===== config.mk =====
export PLATFORM = sky130hd
export DESIGN_NAME = multigate_dec16_seq
export DESIGN_NICKNAME = d
export VERILOG_FILES = /design/src/rtl/multigate_pkg.sv /design/src/rtl/multigate_dec4to16.sv /design/src/rtl/multigate_dec16_seq.sv
export SDC_FILE = /design/constraint.sdc
export NUM_CORES = 1
export LEC_CHECK = 0
export CORE_MARGIN = 2
export CORE_UTILIZATION = 48
export DETAILED_ROUTE_END_ITERATION = 10
export MAX_ROUTING_LAYER = met4
export PLACE_DENSITY_LB_ADDON = 0.2
export SETUP_SLACK_MARGIN = 0.05
export SLEW_MARGIN = 10
export SYNTH_ARGS = -nofsm -noshare
export SYNTH_HDL_FRONTEND = slang
export SYNTH_SLANG_ARGS = --single-unit

===== constraint.sdc =====
create_clock -name clk -period 1.65 [get_ports clk]
set_input_delay 0.495 -clock clk [delete_from_list [all_inputs] [get_ports clk]]
set_output_delay 0.495 -clock clk [all_outputs]
set_load 0.01 [all_outputs]

===== src/rtl/multigate_pkg.sv =====
// Shared constants and state encoding for the multigate one-hot line driver.
// MULTIGATE_SCAN_EN adds the scan states.
package multigate_pkg;

  localparam int unsigned NUM_LINES = 16;
  localparam int unsigned IDX_W     = 4;

`ifdef MULTIGATE_SCAN_EN
  typedef enum logic [2:0] {
    ST_IDLE,
    ST_DRIVE,
    ST_GAP,
    ST_SCAN_DRIVE,
    ST_SCAN_GAP
  } dec_state_t;
`else
  typedef enum logic [1:0] {
    ST_IDLE,
    ST_DRIVE,
    ST_GAP
  } dec_state_t;
`endif

endpackage


===== src/rtl/multigate_dec4to16.sv =====
// Combinational 4-bit index to 16-bit one-hot decoder; en low forces all-zero.
module multigate_dec4to16
  import multigate_pkg::*;
(
  input  logic                 en,
  input  logic [IDX_W-1:0]     idx,
  output logic [NUM_LINES-1:0] onehot
);

  always_comb begin
    onehot = '0;
    if (en) onehot[idx] = 1'b1;
  end

endmodule


===== src/rtl/multigate_dec16_seq.sv =====
// Sequenced 4-to-16 one-hot line driver with break-before-make gap after each word.
// Optional index scan mode enabled by defining MULTIGATE_SCAN_EN.
module multigate_dec16_seq
  import multigate_pkg::*;
#(
  parameter int unsigned HOLD_W = 4
) (
  input  logic                 clk,
  input  logic                 rst_n,
  input  logic                 in_valid,
  output logic                 in_ready,
  input  logic [IDX_W-1:0]     in_idx,
  input  logic [HOLD_W-1:0]    in_hold,
  output logic [NUM_LINES-1:0] bus,
  output logic                 busy,
  output logic                 done
`ifdef MULTIGATE_SCAN_EN
  ,
  input  logic                 scan_start
`endif
);

  dec_state_t           state, state_d;
  logic [HOLD_W-1:0]    cnt, cnt_d;
  logic [IDX_W-1:0]     idx_r, idx_d;
  logic                 en_d;
  logic                 done_d;
  logic [NUM_LINES-1:0] bus_d;
  logic                 scan_go;
  logic                 xfer;

`ifdef MULTIGATE_SCAN_EN
  logic [HOLD_W-1:0]    hold_r, hold_d;
  assign scan_go = (state == ST_IDLE) && scan_start;
`else
  assign scan_go = 1'b0;
`endif

  assign in_ready = ((state == ST_IDLE) || (state == ST_GAP)) && !scan_go;
  assign xfer     = in_valid && in_ready;
  assign busy     = (state != ST_IDLE);

  // The decoder sees next-cycle index/enable so bus is a plain register of its output.
  multigate_dec4to16 u_dec (
    .en     (en_d),
    .idx    (idx_d),
    .onehot (bus_d)
  );

  always_comb begin
    state_d = state;
    cnt_d   = cnt;
    idx_d   = idx_r;
    en_d    = 1'b0;
    done_d  = 1'b0;
`ifdef MULTIGATE_SCAN_EN
    hold_d  = hold_r;
`endif
    case (state)
      ST_IDLE, ST_GAP: begin
        if (scan_go) begin
`ifdef MULTIGATE_SCAN_EN
          state_d = ST_SCAN_DRIVE;
          idx_d   = '0;
          cnt_d   = in_hold;
          hold_d  = in_hold;
          en_d    = 1'b1;
`endif
        end else if (xfer) begin
          state_d = ST_DRIVE;
          idx_d   = in_idx;
          cnt_d   = in_hold;
          en_d    = 1'b1;
        end else begin
          state_d = ST_IDLE;
        end
      end
      ST_DRIVE: begin
        if (cnt == '0) begin
          state_d = ST_GAP;
          done_d  = 1'b1;
        end else begin
          cnt_d = cnt - HOLD_W'(1);
          en_d  = 1'b1;
        end
      end
`ifdef MULTIGATE_SCAN_EN
      ST_SCAN_DRIVE: begin
        if (cnt == '0) begin
          state_d = ST_SCAN_GAP;
          done_d  = (idx_r == '1);
        end else begin
          cnt_d = cnt - HOLD_W'(1);
          en_d  = 1'b1;
        end
      end
      ST_SCAN_GAP: begin
        if (idx_r == '1) begin
          state_d = ST_IDLE;
        end else begin
          state_d = ST_SCAN_DRIVE;
          idx_d   = idx_r + IDX_W'(1);
          cnt_d   = hold_r;
          en_d    = 1'b1;
        end
      end
`endif
      default: state_d = ST_IDLE;
    endcase
  end

  always_ff @(posedge clk or negedge rst_n) begin
    if (!rst_n) begin
      state  <= ST_IDLE;
      cnt    <= '0;
      idx_r  <= '0;
      bus    <= '0;
      done   <= 1'b0;
`ifdef MULTIGATE_SCAN_EN
      hold_r <= '0;
`endif
    end else begin
      state  <= state_d;
      cnt    <= cnt_d;
      idx_r  <= idx_d;
      bus    <= bus_d;
      done   <= done_d;
`ifdef MULTIGATE_SCAN_EN
      hold_r <= hold_d;
`endif
    end
  end

endmodule


==> impl_metrics.csv <==
group,metric,value,unit
drt,vias,1000,
drt,wl_per_cell,15.5,um
logic_synthesis,ys_seq_area_share,55.8,%
logic_synthesis,synthesis.area,1210,um2
logic_synthesis,netlist_instances,109,
critical_path,critPathMaxStageDelay,430,ps
timing,fmax,0.588,GHz
clocking,htreeDepth,1,
critical_path,arrival,1200,ps
floorplanning,die_y,54.2,um
drt,drc,0,
critical_path,cp-end-kind,"output pin",
critical_path,cpMaxStageDelayCell,"dfrtp_1",
floorplanning,initial_core_util,49.7,%
cells_and_area,drive_gt1_share,36.6,%
power_and_ir_drop,swShare,40.4,%
logic_synthesis,synth.top_cell.area_share,55.8,%
placement,gp_congestion,0.826,
clocking,cts_tree,"yes",
logic_synthesis,synth_cell_types,33,
cells_and_area,n_antenna_cell,0,
timing,maxSlewHeadroom,76.8,%
floorplanning,fp.dieArea,2940,um2
drt,drt_iter0_drc,14,
global_routing,grt_pass1_wl,4190,um
clocking,cts_inserted_buffers,3,
global_routing,grt_antenna_before_repair,0,
power_and_ir_drop,vdd_drop_max,0.984,mV
global_routing,grt_pass1_vias,939,
logic_synthesis,yosysWarnings,0,
power_and_ir_drop,clock_power_share,10.4,%
clocking,clock-sinks,27,
power_and_ir_drop,combPwrFrac,54.1,%
cells_and_area,utilization,73.3,%
critical_path,worst-endpoint-required,1150,ps
timing,period_share,103,%
floorplanning,io_pins,30,
logic_synthesis,avgSynthCellArea,11.1,um2
global_routing,grt_max_degree,28,
floorplanning,row_count,18,
timing,rsz0062_at_grt,"yes",
logic_synthesis,synth_nets,121,
power_and_ir_drop,internal-power,1680,uW
cells_and_area,final_nets,174,
power_and_ir_drop,switchingPower,1140,uW
logic_synthesis,netlist_top_cells_area,"dfrtp_1 (56%), nor2_1 (5.3%), nor3b_1 (3.7%)",
placement,dp_hpwl,2030,um
drt,first_pass_iters,4,
power_and_ir_drop,seqPwrFrac,35.5,%
critical_path,crit_fanout,2,
cells_and_area,final_common_cell,"dfrtp_1",
clocking,clk_pin_slew,150,ps
cells_and_area,area_growth,47.3,%
clocking,cts.path.max_buffers,2,
outcome,status,"finished with violations",
global_routing,grt_overflow_total,0,
power_and_ir_drop,power,2820,uW
timing,period_minus_slack,1700,ps
timing,finalMaxSlewViolations,0,
critical_path,crit_chain,"buf_6, or2_4, buf_6",
timing,finClkSkew,2.82,ps
drt,totalWireLength,2970,um
critical_path,start_kind,"register",
critical_path,path_common_cell,"buf_6",
placement,portBuffers,29,
drt,ant_nets,0,
global_routing,grtUsageTotal,20.6,%
logic_synthesis,synth-seq-cells,27,
drt,vias_per_cell,5.24,
timing,finalWorstSetupSlack,-49.7,ps
power_and_ir_drop,power.density,1580,nW/um2
outcome,violations,"negative setup slack",
floorplanning,die_w,54.2,um
timing,setup_viol,1,
timing,final_hold_viol_count,0,
critical_path,critPathKind,"register to output pin",
timing,tightest_slew,349,ps
power_and_ir_drop,p_leak,0.000891,uW
clocking,clock_latency,320,ps
floorplanning,coreArea,2430,um2
clocking,clockRootBuffer,"clkbuf_4",
run,drv_cap,0,
cells_and_area,nFillCells,187,
logic_synthesis,synth_top_area_cell,"dfrtp_1",
cells_and_area,final_cell_mix,"dfrtp_1 (27), buf_4 (18), nor2_1 (17), dlygate4sd2_1 (17), nand2_1 (10)",
hold_path,min_path_type,"input port to async pin",
layout make-up:
cell class | count | area [um2] | area share [%]
sequential | 27 | 676 | 37.9
multi-input combinational | 75 | 576 | 32.3
timing repair buffer | 49 | 440 | 24.7
tap | 30 | 37.5 | 2.11
clock buffer | 3 | 22.5 | 1.26
inverter | 6 | 22.5 | 1.26
clock inverter | 1 | 7.51 | 0.421
synth_stat cells (all sizes together):
cell / instances
mux2i: 1
o211a: 1
and2: 2
ha: 1
nand2: 10
and2b: 1
nand2b: 2
buf: 2
or2: 1
nor3: 8
nor3b: 7
nor2b: 1
nand3: 1
nor2: 17
o21ai: 6
nor4: 1
inv: 6
a31oi: 4
a21oi: 5
o221a: 1
dfrtp: 27
o31ai: 1
and3: 2
xnor2: 1
state kept, by name, indices dropped and copies added (netlist names):
register / count
state: 2
bus: 16
idx_r: 4
done: 1
cnt: 4
per-stage QoR:
stage	hold WS (ps)	setup TNS (ps)	instance area (um2)	worst slack, ps	instances
finish	517	-49.7	1780	-49.7	191
global route	558	-101	1780	-101	191
CTS	525	-35.5	1660	-35.5	186
detailed placement	547	-5080	1630	-332	181
global placement	516	-4200	1630	-270	181
floorplan	199	0	1210	243	109
cell families (layout without fill, tap and decap cells):
group | after synthesis | count (layout) | share of synthesized area (%)
AOI/OAI and AO/OA | 18 | 18 | 12.9
xor gates and xnor gates | 1 | 1 | 0.724
adders and majority gates | 1 | 1 | 1.03
buffers and inverters | 8 | 59 | 3.72
DFF | 27 | 27 | 55.8
muxes | 1 | 1 | 0.827
and+or+nand+nor | 53 | 54 | 24.9
metal layers:
layer | GRT usage (%) | vias to the layer above | share of wire (%)
met5 | - | - | 0
met4 | 3.75 | 0 | 0.40
met3 | 4.17 | 2 | 3.3
met2 | 35.9 | 22 | 55
met1 | 24.8 | 495 | 42
li1 | - | 481 | -
worst max-delay path: cells and delay by family, from the launching register on:
| family | cells | cell delay, ps |
|---|---|---|
| simple gates | 1 | 220 |
| flops | 1 | 430 |
| buf+inv | 2 | 240 |
power by group through the flow:
| stage | Combinational [uW] | Clock, uW | Sequential [uW] |
|---|---|---|---|
| 4_1_cts | 1340 | 298 | 975 |
| 6_report | 1520 | 294 | 999 |
| 3_3_place_gp | 1290 | 0 | 977 |
| 2_1_floorplan | 743 | 0 | 1030 |
| 3_5_place_dp | 1330 | 0 | 996 |
| 5_1_grt | 1650 | 329 | 1020 |
timing repair:
action | in CTS | in global routing
setup buffers | 2 | 4
pin swaps | 1 | 3
gates cloned | 0 | 1
gates resized for setup | 31 | 15
hold buffers | 0 | 0
setup endpoints to repair | 21 | 16
path summary, 6_finish.rpt:
path,start,slack [ps],endpoint,cells past startpoint
max in group asynchronous,rst_n,880,bus[2],2
min in group clk,cnt[1],580,cnt[1],2
worst max register to register,state[0],110,bus[1],6
worst min-delay path,rst_n,520,done,2
worst min register to register,cnt[1],580,cnt[1],2
worst max-delay path,state[0],-50,busy,3
(Power assumes the default switching activity.)
